**src/rtl/left_shift_pipe_pkg.sv**
```systemverilog
// Shared sizing helpers for the left shifter: ceil-log2 and the derived stage count.
package left_shift_pipe_pkg;

    function automatic int clog2(input int value);
        int result;
        int v;
        result = 0;
        v      = value - 1;
        while (v > 0) begin
            result = result + 1;
            v      = v >> 1;
        end
        return result;
    endfunction

    // One registered stage per shift-amount bit.
    function automatic int stages_for(input int width);
        return clog2(width);
    endfunction

endpackage

```
**src/rtl/left_shift_stage.sv**
```systemverilog
// One register slice of the pipelined left shifter: conditional shift by 2^k, then register.
module left_shift_stage
    import left_shift_pipe_pkg::*;
#(
    parameter  int width  = 8,
    parameter  int k      = 0,
    localparam int STAGES = stages_for(width)
) (
    input  logic              clk,
    input  logic              rst,
    input  logic              in_valid,
    input  logic [width-1:0]  in_data,
    input  logic [STAGES-1:0] in_shift,
    input  logic              down_ready,
    output logic              ready,
    output logic              out_valid,
    output logic [width-1:0]  out_data,
    output logic [STAGES-1:0] out_shift
);

    localparam int AMT = 1 << k;

    logic              valid_q, valid_d;
    logic [width-1:0]  data_q,  data_d;
    logic [STAGES-1:0] shift_q, shift_d;
    logic [width-1:0]  shifted;

    assign shifted = in_data << AMT;
    assign ready   = !valid_q || down_ready;

    always_comb begin
        valid_d = valid_q;
        data_d  = data_q;
        shift_d = shift_q;
        if (ready) begin
            valid_d = in_valid;
            // Data only moves with a real word so a drained stage keeps its last value.
            if (in_valid) begin
                data_d  = in_shift[k] ? shifted : in_data;
                shift_d = in_shift;
            end
        end
    end

    always_ff @(posedge clk or negedge rst) begin
        if (!rst) begin
            valid_q <= 1'b0;
            data_q  <= '0;
            shift_q <= '0;
        end else begin
            valid_q <= valid_d;
            data_q  <= data_d;
            shift_q <= shift_d;
        end
    end

    assign out_valid = valid_q;
    assign out_data  = data_q;
    assign out_shift = shift_q;

endmodule

```
**src/rtl/left_shift_pipe.sv**
```systemverilog
// Pipelined logarithmic left shifter with valid/ready on both sides and full backpressure.
module left_shift_pipe
    import left_shift_pipe_pkg::*;
#(
    parameter  int width  = 8,
    localparam int STAGES = stages_for(width)
) (
    input  logic              clk,
    input  logic              rst,
    input  logic              i_valid,
    output logic              i_ready,
    input  logic [width-1:0]  i_bits,
    input  logic [STAGES-1:0] shift,
    output logic              o_valid,
    input  logic              o_ready,
    output logic [width-1:0]  o_bits
);

    logic              valid_chain [STAGES+1];
    logic [width-1:0]  data_chain  [STAGES+1];
    logic [STAGES-1:0] shift_chain [STAGES+1];
    logic              ready_chain [STAGES+1];

    assign valid_chain[0]      = i_valid;
    assign data_chain[0]       = i_bits;
    assign shift_chain[0]      = shift;
    assign ready_chain[STAGES] = o_ready;

    genvar gi;
    generate
        for (gi = 0; gi < STAGES; gi++) begin : g_stage
            left_shift_stage #(
                .width (width),
                .k     (gi)
            ) u_stage (
                .clk        (clk),
                .rst        (rst),
                .in_valid   (valid_chain[gi]),
                .in_data    (data_chain[gi]),
                .in_shift   (shift_chain[gi]),
                .down_ready (ready_chain[gi+1]),
                .ready      (ready_chain[gi]),
                .out_valid  (valid_chain[gi+1]),
                .out_data   (data_chain[gi+1]),
                .out_shift  (shift_chain[gi+1])
            );
        end
    endgenerate

    // Empty stages look ready during reset, so the handshake is masked explicitly.
    assign i_ready = ready_chain[0] && rst;
    assign o_valid = valid_chain[STAGES];
    assign o_bits  = data_chain[STAGES];

endmodule

```
**config.mk**
```make
export PLATFORM = sky130hd
export DESIGN_NAME = left_shift_pipe
export DESIGN_NICKNAME = d
export VERILOG_FILES = /design/src/rtl/left_shift_pipe_pkg.sv /design/src/rtl/left_shift_stage.sv /design/src/rtl/left_shift_pipe.sv
export SDC_FILE = /design/constraint.sdc
export NUM_CORES = 1
export LEC_CHECK = 0
export CELL_PAD_IN_SITES_DETAIL_PLACEMENT = 1
export CELL_PAD_IN_SITES_GLOBAL_PLACEMENT = 2
export CORE_MARGIN = 2
export CORE_UTILIZATION = 35
export DETAILED_ROUTE_END_ITERATION = 10
export GPL_ROUTABILITY_DRIVEN = 0
export PLACE_DENSITY = 0.83
export SYNTH_ARGS = -nofsm -noshare
export SYNTH_HDL_FRONTEND = slang
export SYNTH_SLANG_ARGS = --single-unit
```
**constraint.sdc**
```tcl
create_clock -name clk -period 1.7 [get_ports clk]
set_input_delay 0.51 -clock clk [delete_from_list [all_inputs] [get_ports clk]]
set_output_delay 0.51 -clock clk [all_outputs]
set_load 0.02 [all_outputs]
```
==> impl_metrics.csv <==
group,metric,value,unit
routing,routed_wl,2782,µm
placement,dp_hpwl,2119,µm
logic_synthesis,netlist_top_cells_area,"dfrtp_1 51%, mux2_2 14%, mux2i_1 7.5%",
floorplan,initial_core_util,36.52,%
placement,io_buffers,24,
sta,timing.hold.ws,0.4324,ns
setup_path,r2r_cells,4,
routing,final_antenna_net_count,0,
floorplan,dieHeight,68.84,µm
final_layout,multiInputGateArea,620.6,µm²
clock_tree,postCtsHoldBufs,0,
power,p_leak,0.8221,nW
power,ir_drop,0.3328,mV
final_layout,finish.utilization,45.84,%
sta,rsz0062_at_grt,"false",
global_route,grt.total_usage,14.09,%
routing,vias_per_cell,4.856,
setup_path,arrival,1.16,ns
logic_synthesis,synth_top_cell_area_share,51.02,%
logic_synthesis,synth_area_leader_cell,"dfrtp_1",
sta,clock.fmax,600.0,MHz
floorplan,die_w,68.84,µm
setup_path,ff2ff_setup_slack,0.21,ns
floorplan,rows,23,
setup_path,r2r-start,"g_stage[2].u_stage.out_valid$_DFFE_PN0P_",
routing,drc,0,
global_route,grt_pass1_wl,4726,µm
final_layout,regArea,750.7,µm²
status,status,"completed",
worst_hold_path,hold_class,"input pin to async pin",
global_route,antenna_found_initial,0,
setup_path,path_cells,"clkdlybuf4s15_1, nand4b_4, and2_4, buf_6",
clock_tree,cts.clk_slew.worst_paths,0.06,ns
sta,skew,0.006253,ns
logic_synthesis,yosysSeqAreaShare,51.02,%
global_route,grt_overflow,0,
power,cellPowerDensity,1214,nW/µm²
final_layout,antenna_cells,0,
logic_synthesis,synth_edf_count,0,
setup_path,end_kind,"output port",
floorplan,fp.coreArea,4029,µm²
logic_synthesis,synthArstFlopShare,100.0,%
clock_tree,insertion_delay,0.27,ns
logic_synthesis,synth_commonest_cells,"30 x dfrtp_1, 18 x mux2_2, 15 x a21oi_1, 11 x mux2i_1, 8 x buf_4",
clock_tree,htree_levels,2,
final_layout,synthToLayoutAreaGrowth,25.51,%
logic_synthesis,synth_flop_cell,"dfrtp_1",
logic_synthesis,ys_warn_count,0,
setup_path,cp_top_family,"simple AND/OR/NAND/NOR gates",
clock_tree,clock_sinks,30,
setup_path,worst-path-stages,4,
final_layout,drive_gt1_share,30.56,%
logic_synthesis,synth_area,1471,µm²
logic_synthesis,yosysUniqueCellTypes,19,
sta,hold_violations,0,
sta,worst-slew-pin-transition,0.3883,ns
routing,post_drt_wl_per_cell,14.34,µm
setup_path,start_kind,"input pin",
setup_path,criticalPathCategory,"input pin to output port",
routing,drtIter0Drc,48,
setup_path,cp-startpoint,"o_ready",
sta,finalCritPeriodShare,98.04,%
sta,drv_slew,0,
logic_synthesis,syn_avg_cell_area,12.47,µm²
setup_path,cp.required,1.19,ns
setup_path,cp_slowest_cell,"clkdlybuf4s15_1",
setup_path,timing.rr.end,"g_stage[1].u_stage.out_data[0]$_DFFE_PN0P_",
logic_synthesis,ys_ff_latch,30,
clock_tree,clk_path_buf_depth,2,
routing,drt_first_pass_iters,2,
clock_tree,cts_root_buffer,"clkbuf_8",
setup_path,cp-endpoint,"i_ready",
placement,pre_cts_ws,-0.7041,ns
floorplan,io_pins,25,
clock_tree,cts_tree,"built",
setup_path,path_max_fanout,2,
floorplan,die_area,4739,µm²
sta,finalSetupTns,0,ns
flow_run,drv_cap,0,
final_layout,nets,158,
clock_tree,cts_made_buffers,5,
sta,slew_headroom,74.11,%
setup_path,critPathBufInv,2,
logic_synthesis,yosysMostFrequentCell,"dfrtp_1",
sta,fin_crit,1.667,ns
logic_synthesis,syn_inst,118,
routing,vias,942,
sta,setup_slack,0.03325,ns
logic_synthesis,syn_nets,133,
global_route,grt_max_degree,31,
global_route,grt_pass1_vias,1020,
sta,setup_viol,0,
setup_path,cpPeakStageDelay,0.18,ns
final_layout,nFillCells,434,
==> layer usage <==
metal	routed length, µm	vias to the layer above	global-route usage, %
met1	1205	458	16.13
met3	158	2	6.494
met2	1411	25	23.80
met4	7	0	3.676
met5	0	-	0
li1	-	457	-
==> worst min path at each step <==
stage / startpoint / endpoint / slack (ns) / cells past startpoint
final: rst / g_stage[2].u_stage.out_data[4]$_DFFE_PN0P_ / 0.43 / 2
after global routing: rst / g_stage[1].u_stage.out_data[1]$_DFFE_PN0P_ / 0.46 / 2
after CTS: rst / g_stage[2].u_stage.out_data[7]$_DFFE_PN0P_ / 0.43 / 2
after floorplan: rst / g_stage[0].u_stage.out_data[0]$_DFFE_PN0P_ / 0.21 / 0
after global placement: g_stage[1].u_stage.out_data[6]$_DFFE_PN0P_ / g_stage[1].u_stage.out_data[6]$_DFFE_PN0P_ / 0.49 / 1
after detailed placement: g_stage[1].u_stage.out_data[6]$_DFFE_PN0P_ / g_stage[1].u_stage.out_data[6]$_DFFE_PN0P_ / 0.50 / 1
==> cell families (layout without fill, tap and decap cells) <==
family | after synthesis | count (layout) | synth area share (%)
multiplexers | 33 | 33 | 25.34
flip-flops | 30 | 30 | 51.02
AO/OA/AOI/OAI | 24 | 24 | 9.694
buffers and inverters | 17 | 43 | 7.568
AND/OR/NAND/NOR | 14 | 14 | 6.378
==> what timing repair did <==
item	in CTS	in global routing
resized for setup	20	1
endpoints found under the hold margin	0	0
setup endpoints to repair	16	1
setup buffers	1	0
pin swaps	1	0
==> cell type report <==
class / instances / area share [%]
clock buffers: 7 / 4.675
inverters: 1 / 0.2033
clock inverters: 1 / 0.2710
multi-input cells: 71 / 33.60
flip-flops and latches: 30 / 40.65
repair buffers: 34 / 17.21
well taps: 50 / 3.388
==> through the flow <==
step	instances	cell area, µm²	power (W)
2_1_floorplan	118	1478	0.001540
3_3_place_gp	185	1747	0.001698
3_5_place_dp	185	1747	0.001737
4_1_cts	194	1846	0.002287
5_1_grt	194	1847	0.002400
6_report	194	1847	0.002242
==> flip-flops by register name, summed over array words and instances (netlist names) <==
| signal | count |
|---|---|
| g_stage.u_stage.out_data | 24 |
| g_stage.u_stage.out_shift | 3 |
| g_stage.u_stage.out_valid | 3 |
==> layout by cell type (no fill, tap or decap), types with 2 or more instances in the layout <==
cell type	netlist	final
clkdlybuf4s15_1	0	2
mux2i_1	11	11
mux2_4	4	4
clkdlybuf4s50_1	0	12
and2_4	1	2
dlygate4sd2_1	0	9
buf_4	8	9
clkbuf_8	0	6
dfrtp_1	30	30
a21oi_1	15	15
mux2_2	18	18
nand2b_1	2	2
nor2b_1	7	7
nand2_1	2	2
a31oi_1	7	7
==> report_power, final <==
group          total [W]  switching (W)  internal, W
combinational   0.000642       0.000289     0.000353
sequential       0.00102       0.000130     0.000891
clock           0.000578       0.000252     0.000326
total            0.00224       0.000672      0.00157
(Power assumes the default switching activity.)
